File: src/rtl/stack_pkg.sv
// Shared definitions for the operand stack: default geometry, count sizing
// and the per-cycle action encoding used by the decoder.
package stack_pkg;

    localparam int DEFAULT_WIDTH = 8;
    localparam int DEFAULT_DEPTH = 16;

    // The count must be able to represent DEPTH itself, hence one extra bit.
    function automatic int count_width(input int depth);
        return $clog2(depth) + 1;
    endfunction

    typedef enum logic [2:0] {
        IDLE     = 3'd0,
        PUSH     = 3'd1,
        POP      = 3'd2,
        TOS      = 3'd3,
        REPLACE  = 3'd4,
        PUSH_TOS = 3'd5
    } action_t;

endpackage

File: src/rtl/stack_ram.sv
// Stack storage: DEPTH x WIDTH register file with one synchronous write port
// and one asynchronous read port. Contents are deliberately not reset.
module stack_ram #(
    parameter int WIDTH = 8,
    parameter int DEPTH = 16,
    parameter int AW    = $clog2(DEPTH)
) (
    input  logic             clk,
    input  logic             we,
    input  logic [AW-1:0]    waddr,
    input  logic [WIDTH-1:0] wdata,
    input  logic [AW-1:0]    raddr,
    output logic [WIDTH-1:0] rdata
);

    logic [WIDTH-1:0] mem [DEPTH];

    always_ff @(posedge clk) begin
        if (we) begin
            mem[waddr] <= wdata;
        end
    end

    assign rdata = mem[raddr];

endmodule

File: src/rtl/stack_unit.sv
// Operand stack for the stack CPU datapath: action decoder, stack pointer,
// sticky error flags and registered top-of-stack read result.
module stack_unit
    import stack_pkg::*;
#(
    parameter int WIDTH = DEFAULT_WIDTH,
    parameter int DEPTH = DEFAULT_DEPTH
) (
    input  logic                          clk,
    input  logic                          rst,
    input  logic                          push,
    input  logic                          pop,
    input  logic                          tos,
    input  logic [WIDTH-1:0]              din,
    output logic [WIDTH-1:0]              dout,
    output logic                          dout_valid,
    output logic [count_width(DEPTH)-1:0] count,
    output logic                          empty,
    output logic                          full,
    output logic                          ovf,
    output logic                          udf,
    input  logic                          clear_err
);

    localparam int AW = $clog2(DEPTH);
    localparam int CW = count_width(DEPTH);

    logic [CW-1:0]    sp_reg;
    logic [CW-1:0]    sp_next;
    action_t          action;
    logic             is_empty;
    logic             is_full;
    logic             do_read;
    logic             do_write;
    logic             ovf_set;
    logic             udf_set;
    logic [AW-1:0]    top_addr;
    logic [AW-1:0]    wr_addr;
    logic [WIDTH-1:0] rd_data;

    assign is_empty = (sp_reg == '0);
    assign is_full  = (sp_reg == CW'(DEPTH));
    assign top_addr = AW'(sp_reg - CW'(1));

    // An empty stack demotes any combined read/push to a plain push and a
    // lone read to no action; the underflow flag records the failed read.
    always_comb begin
        action = IDLE;
        if (push && pop) begin
            action = is_empty ? PUSH : REPLACE;
        end else if (pop) begin
            action = is_empty ? IDLE : POP;
        end else if (push && tos) begin
            action = is_empty ? PUSH : PUSH_TOS;
        end else if (push) begin
            action = PUSH;
        end else if (tos) begin
            action = is_empty ? IDLE : TOS;
        end
    end

    always_comb begin
        udf_set  = (pop || tos) && is_empty;
        // Replace keeps sp unchanged, so it can never overflow.
        ovf_set  = push && !pop && is_full;
        do_read  = (action == REPLACE) || (action == POP) ||
                   (action == PUSH_TOS) || (action == TOS);
        do_write = (action == REPLACE) ||
                   (((action == PUSH) || (action == PUSH_TOS)) && !is_full);
        wr_addr  = (action == REPLACE) ? top_addr : sp_reg[AW-1:0];
        sp_next  = sp_reg;
        if (action == POP) begin
            sp_next = sp_reg - CW'(1);
        end else if (((action == PUSH) || (action == PUSH_TOS)) && !is_full) begin
            sp_next = sp_reg + CW'(1);
        end
    end

    stack_ram #(
        .WIDTH (WIDTH),
        .DEPTH (DEPTH),
        .AW    (AW)
    ) u_ram (
        .clk   (clk),
        .we    (do_write && !rst),
        .waddr (wr_addr),
        .wdata (din),
        .raddr (top_addr),
        .rdata (rd_data)
    );

    always_ff @(posedge clk or posedge rst) begin
        if (rst) begin
            sp_reg     <= '0;
            empty      <= 1'b1;
            full       <= 1'b0;
            dout       <= '0;
            dout_valid <= 1'b0;
            ovf        <= 1'b0;
            udf        <= 1'b0;
        end else begin
            sp_reg     <= sp_next;
            empty      <= (sp_next == '0);
            full       <= (sp_next == CW'(DEPTH));
            dout_valid <= do_read;
            if (do_read) begin
                dout <= rd_data;
            end
            // A new error in the same cycle as clear_err takes precedence.
            ovf <= ovf_set || (ovf && !clear_err);
            udf <= udf_set || (udf && !clear_err);
        end
    end

    assign count = sp_reg;

endmodule

File: config.mk
export PLATFORM = sky130hd
export DESIGN_NAME = stack_unit
export DESIGN_NICKNAME = d
export VERILOG_FILES = /design/src/rtl/stack_pkg.sv /design/src/rtl/stack_ram.sv /design/src/rtl/stack_unit.sv
export SDC_FILE = /design/constraint.sdc
export NUM_CORES = 1
export LEC_CHECK = 0
export CORE_MARGIN = 2
export CORE_UTILIZATION = 45
export CTS_CLUSTER_DIAMETER = 80
export DETAILED_ROUTE_END_ITERATION = 8
export MAX_ROUTING_LAYER = met4
export PLACE_DENSITY = 0.67
export SETUP_SLACK_MARGIN = 0.1
export SLEW_MARGIN = 20
export SYNTH_ARGS = -nofsm -noshare
export SYNTH_HDL_FRONTEND = slang
export SYNTH_HIERARCHICAL = 1
export SYNTH_SLANG_ARGS = --single-unit
File: constraint.sdc
create_clock -name clk -period 4.2 [get_ports clk]
set_input_delay 0.63 -clock clk [delete_from_list [all_inputs] [get_ports clk]]
set_output_delay 0.63 -clock clk [all_outputs]
set_load 0.01 [all_outputs]
==> impl_metrics.env, run 1 <==
export IMPL_status="complete, no violations"
export IMPL_hold_path_class="reg -> reg"
export IMPL_max_stage_delay_ns=0.69
export IMPL_setup_tns_final_ns=0
export IMPL_vias=3129
export IMPL_seq_power_share_pct=35.0
export IMPL_drive_gt1_share_pct=20.95
export IMPL_r2r_end="u_ram/mem[1][5]"
export IMPL_nNetsFinal=381
export IMPL_cts_root_buf="clkbuf_16"
export IMPL_post_dp_hpwl_mm=7.384
export IMPL_rrSetupSlack_ns=0.78
export IMPL_synthMuxAreaShare_pct=14.40
export IMPL_htree_num_levels=4
export IMPL_yosys_warnings=6
export IMPL_yosysSeqAreaShare_pct=71.66
export IMPL_crit_path_max_fanout=8
export IMPL_startpoint_type="flip-flop"
export IMPL_first_pass_iters=5
export IMPL_grt_pass1_wl_mm=18.75
export IMPL_vias_per_cell=5.658
export IMPL_pin_count=32
export IMPL_p_int_w=0.003676
export IMPL_numCtsBuffers=17
export IMPL_period_share_pct=81.35
export IMPL_p_switching_w=0.001563
export IMPL_powerDensity_nw_per_um2=731.1
export IMPL_cts_buffer_depth=2
export IMPL_reg2regPathDepth=8
export IMPL_finalSetupViolations=0
export IMPL_syn2layout_area_growth_pct=19.54
export IMPL_drt_iter0_drc=273
export IMPL_num_rows=42
export IMPL_synth_simple_area_share_pct=5.719
export IMPL_crit_family="simple AND/OR/NAND/NOR gates"
export IMPL_hold_violations=0
export IMPL_synthAdderAreaFrac_pct=0.6262
export IMPL_min_path_cells=1
export IMPL_swShare_pct=29.83
export IMPL_nFillCells=1047
export IMPL_diodes=0
export IMPL_post_cts_buffers=0
export IMPL_ant_nets=0
export IMPL_track_usage_pct=18.87
export IMPL_path_cells="inv_1, ha_1, or4b_4, and3_2, nand2_1, xnor2_1, or3b_2, nor2_1"
export IMPL_final_common_cell="edfxtp_1"
export IMPL_endpoint_kind="flip-flop"
export IMPL_clk_latency_ns=0.42
export IMPL_die_w_um=119.4
export IMPL_wl_per_cell_um=21.41
export IMPL_synth_xor_area_share_pct=0.8766
export IMPL_tightest_slew_ns=0.8816
export IMPL_cts_tree="yes"
export IMPL_path_clk_slew_ns=0.06
export IMPL_synth_area_per_cell_um2=19.03
export IMPL_place_ws_ns=0.8350
export IMPL_relSlewSlack_pct=41.01
export IMPL_synthCells=315
export IMPL_ys_ff_latch=146
export IMPL_rsz0062_at_grt="false"
export IMPL_ir_worst_vdd_mv=0.3642
export IMPL_synth_area_um2=5994
export IMPL_crit_type="reg -> reg"
export IMPL_max_freq_mhz=292.7
export IMPL_synth_compound_area_share_pct=4.049
export IMPL_cap_violations=0
export IMPL_r2r_start="count[1]"
export IMPL_post_cts_resized=0
export IMPL_power_frac_clock_pct=31.3
export IMPL_synth_distinct_cells=48
export IMPL_path_buf_inv=1
export IMPL_slew_viol_final=0
export IMPL_fin_crit_ns=3.417
export IMPL_holdBufCountCts=0
export IMPL_drc=0
export IMPL_coreArea_um2=13140
export IMPL_async_reset_ff_share_pct=12.33
export IMPL_setup_slack_ns=0.7834
export IMPL_worstSetupPathDepth=8
export IMPL_synth_nets=332
export IMPL_routed_wl_mm=11.84
export IMPL_cts_sinks=146
export IMPL_p_leak_nw=2.447
export IMPL_cp_startpoint="count[1]"
export IMPL_gp_congestion=0.8232
export IMPL_crit_required_ns=4.24
export IMPL_antenna_found_initial=0
export IMPL_layout_common_cells="edfxtp_1, clkdlybuf4s50_1, nor2_1, mux4_2"
export IMPL_port_buffers=31
export IMPL_synth_top_family_by_area="multiplexers"
export IMPL_grt_pass1_vias=3240
export IMPL_die_area_um2=14260
export IMPL_die_height_um=119.4
export IMPL_slowest_stage="nor2_1"
export IMPL_grt_max_degree=36
export IMPL_skew_ns=0.007395
export IMPL_arrival_ns=3.46
export IMPL_grt_overflow_total=0
export IMPL_synthFlopType="edfxtp_1"
export IMPL_combPwrFrac_pct=33.7
export IMPL_initial_core_util_pct=45.63
export IMPL_synth_edf_count=128
export IMPL_endpoint="u_ram/mem[1][5]"
-- logic make-up (layout without fill, tap and decap cells) --
group / count (synthesis) / in the layout
mux: 40 / 40
simple gates: 63 / 63
fa+ha+maj: 3 / 3
compound gates: 33 / 33
buf+inv: 24 / 86
flops: 146 / 146
xor+xnor: 6 / 6
-- layout make-up --
class                   count  area (um2)  share of cell area (%)
multi-input cells         145        1539                   21.48
clock inverters            14       216.5                   3.021
clock buffers              18       429.2                   5.989
flip-flops and latches    146        4295                   59.94
inverters                   8       30.03                  0.4191
well taps                 176       220.2                   3.073
repair buffers             46       435.4                   6.076
-- power groups by stage --
| stage | combinational, W | clock (W) | sequential [W] |
|---|---|---|---|
| finish | 0.00177 | 0.00164 | 0.00183 |
| global route | 0.00192 | 0.00173 | 0.00185 |
| CTS | 0.00179 | 0.00167 | 0.00183 |
| detailed placement | 0.00177 | 0 | 0.00186 |
| global placement | 0.00175 | 0 | 0.00185 |
| floorplan | 0.00126 | 0 | 0.00186 |
-- worst reg2reg max path: stages, from the launching register on --
cell,delay (ns)
dfrtp_1,0.46
inv_1,0.13
ha_1,0.21
or4b_4,0.54
and3_2,0.28
nand2_1,0.09
xnor2_1,0.10
or3b_2,0.55
nor2_1,0.69
-- sequential cells by signal (all words and copies together) (netlist names) --
name and count:
u_ram/mem 128, dout 8, count 5, dout_valid 1
empty 1, full 1, ovf 1, udf 1
-- worst min path at each step --
stage / startpoint / slack [ns] / to
floorplan: ovf / 0.55 / ovf
global placement: dout[6] / 0.50 / dout[6]
detailed placement: dout[4] / 0.50 / dout[4]
CTS: dout[0] / 0.52 / dout[0]
global route: dout[4] / 0.53 / dout[4]
finish: dout[0] / 0.51 / dout[0]
-- routing by layer --
metal  global-route usage, %  vias up  part of all wire [%]
li1                        -     1380                     -
met1                   23.46     1608                    41
met2                   29.31      121                    50
met3                   6.034       20                   7.1
met4                   6.912        0                   1.9
met5                       -        -                     0
-- cell usage after synthesis, drive strengths merged (2+ instances only) --
cell type	instances	share of area, %
xnor2	4	0.58
nor2	18	1.1
edfxtp	128	64
nand2b	2	0.21
nand3	6	0.58
nor3	7	0.58
inv	8	0.50
o21ai	3	0.25
buf	12	1.6
a21oi	2	0.23
a31oi	2	0.21
nand2	13	0.81
mux4	32	13
nand3b	3	0.38
dfrtp	17	7.1
nor2b	2	0.21
clkdlybuf4s25	3	0.50
mux2	8	1.5
ha	3	0.63
a22oi	16	2.0
o21a	2	0.25
xor2	2	0.29
nor3b	2	0.33
and3	2	0.25
-- stage by stage --
stage          total power, W  area (um2)  util [%]  hold WS (ns)  std cells
6_report             0.005239        7166     54.54        0.5100        553
5_1_grt              0.005502        7166     54.54        0.5333        553
4_1_cts              0.005289        7166     54.54        0.5150        553
3_5_place_dp         0.003635        6520     49.63        0.4978        521
3_3_place_gp         0.003605        6520     49.63        0.4958        521
2_1_floorplan        0.003121        5995         -        0.5500        315
Power figures use the tool's default switching activity.
==> run 2: changes to the inputs <==
Clock period 4.2 ns to 3.24 ns, I/O delays scaled along.
==> run 2 against run 1 <==
Cell count up 1.4%. Design area up 0.19%. Combinational power up 33%. Register-to-register slack worse by 0.55 ns. First-iteration DRC count down 15%. Critical path type unchanged. Clock skew down 0.0013 ns. Worst hold slack worse by 0.0025 ns.
==> impl_metrics.env, run 2 (synthesis results as in run 1) <==
export IMPL_status="complete, no violations"
export IMPL_cts_root_buf="clkbuf_16"
export IMPL_holdWs_ns=0.5075
export IMPL_endpoint_kind="flip-flop"
export IMPL_first_pass_iters=4
export IMPL_regMostFlops="u_ram/mem"
export IMPL_track_usage_pct=18.33
export IMPL_routed_wl_mm=11.74
export IMPL_p_leak_nw=2.468
export IMPL_hold_violations=0
export IMPL_wl_per_cell_um=20.93
export IMPL_fin_crit_ns=3.002
export IMPL_layout_common_cells="edfxtp_1, clkdlybuf4s50_1, buf_4"
export IMPL_syn2layout_area_growth_pct=19.77
export IMPL_cts_tree="yes"
export IMPL_largest_reg_flops=128
export IMPL_diodes=0
export IMPL_top_layer="met4"
export IMPL_antenna_found_initial=0
export IMPL_relSlewSlack_pct=46.44
export IMPL_nFillCells=1059
export IMPL_cap_violations=0
export IMPL_hold_path_class="reg -> reg"
export IMPL_die_height_um=119.4
export IMPL_initial_core_util_pct=45.63
export IMPL_die_area_um2=14260
export IMPL_grt_pass1_vias=3170
export IMPL_wl_met2_mm=6.094
export IMPL_numCtsBuffers=17
export IMPL_setup_tns_final_ns=0
export IMPL_post_dp_hpwl_mm=7.456
export IMPL_skew_ns=0.006092
export IMPL_period_share_pct=92.67
export IMPL_drive_gt1_share_pct=23.38
export IMPL_power_frac_clock_pct=29.5
export IMPL_rsz0062_at_grt="false"
export IMPL_swShare_pct=30.48
export IMPL_grt_pass1_wl_mm=18.01
export IMPL_vias_per_cell=5.561
export IMPL_crit_required_ns=3.37
export IMPL_gp_congestion=0.8620
export IMPL_seq_power_share_pct=35.1
export IMPL_combPwrFrac_pct=35.4
export IMPL_crit_path_max_fanout=8
export IMPL_port_buffers=31
export IMPL_drc=0
export IMPL_drt_iter0_drc=232
export IMPL_vias=3120
export IMPL_powerDensity_nw_per_um2=929.5
export IMPL_p_int_w=0.004640
export IMPL_pin_count=32
export IMPL_crit_type="reg -> reg"
export IMPL_clk_latency_ns=0.42
export IMPL_holdBufCountCts=0
export IMPL_tightest_slew_ns=0.8025
export IMPL_grt_overflow_total=0
export IMPL_finalSetupViolations=0
export IMPL_path_clk_slew_ns=0.06
export IMPL_ir_worst_vdd_mv=0.5062
export IMPL_p_switching_w=0.002034
export IMPL_slew_viol_final=0
export IMPL_arrival_ns=3.13
export IMPL_die_w_um=119.4
export IMPL_grt_max_degree=36
export IMPL_nNetsFinal=389
export IMPL_ant_nets=0
export IMPL_cts_buffer_depth=2
export IMPL_final_common_cell="edfxtp_1"
export IMPL_max_freq_mhz=333.1
export IMPL_htree_num_levels=4
export IMPL_wl_met3_um=511
export IMPL_met1_length_mm=4.975
export IMPL_num_rows=42
export IMPL_startpoint_type="flip-flop"
export IMPL_cts_sinks=146
export IMPL_coreArea_um2=13140
==> run 2: power groups by stage <==
stage | combinational (W) | sequential, W | clock (W)
floorplan | 0.00164 | 0.00241 | 0
global placement | 0.00234 | 0.00237 | 0
detailed placement | 0.00236 | 0.00238 | 0
CTS | 0.00237 | 0.00234 | 0.00201
global route | 0.00254 | 0.00236 | 0.00208
finish | 0.00236 | 0.00234 | 0.00197
==> run 2: per-stage QoR <==
step	total power [W]	instance area (um2)	setup slack, ns	cells	utilization [%]
3_5_place_dp	0.004739	6573	0.2885	529	50.03
2_1_floorplan	0.004048	6000	0.01223	315	-
5_1_grt	0.006985	7179	0.1038	561	54.65
6_report	0.006674	7179	0.2376	561	54.65
4_1_cts	0.006726	7172	0.2641	561	54.59
3_3_place_gp	0.004710	6573	0.3323	529	50.03
==> run 2: final timing paths <==
| path | startpoint | end | slack (ns) | cells after the start |
|---|---|---|---|---|
| worst max register to register | count[1] | u_ram/mem[3][7] | 0.24 | 9 |
| max in group asynchronous | rst | dout[5] | 2.17 | 2 |
| worst min-delay path | dout[5] | dout[5] | 0.51 | 1 |
| min in group asynchronous | rst | count[1] | 0.56 | 2 |
| worst min register to register | dout[5] | dout[5] | 0.51 | 1 |
| worst max-delay path | count[1] | u_ram/mem[3][7] | 0.24 | 9 |
==> run 2: timing repair <==
item,4_1_cts,5_1_grt
endpoints found under the hold margin,0,0
buffers inserted,0,0
resized for setup,0,1
setup endpoints to repair,0,5
==> run 2: cell type report <==
cell class,instances,area [um2],share of cell area (%)
well taps,176,220.2,3.067
multi-input cells,145,1551,21.61
clock buffers,19,432.9,6.030
repair buffers,54,483.0,6.727
flip-flops and latches,146,4295,59.83
clock inverters,13,166.4,2.318
inverters,8,30.03,0.4183
==> run 2: critical path: stages, from the launching register on <==
cell and delay [ns]:
dfrtp_1 0.45, inv_1 0.13, ha_1 0.20, or4b_4 0.54, and3_2 0.30, nand2_1 0.10, xnor2_1 0.10, or3b_2 0.54
nor2_1 0.18, buf_4 0.18
==> run 2: metal layers <==
layer	vias up	track usage, %
met5	-	-
met4	0	7.279
met3	17	4.502
met2	72	30.03
met1	1628	22.07
li1	1403	-
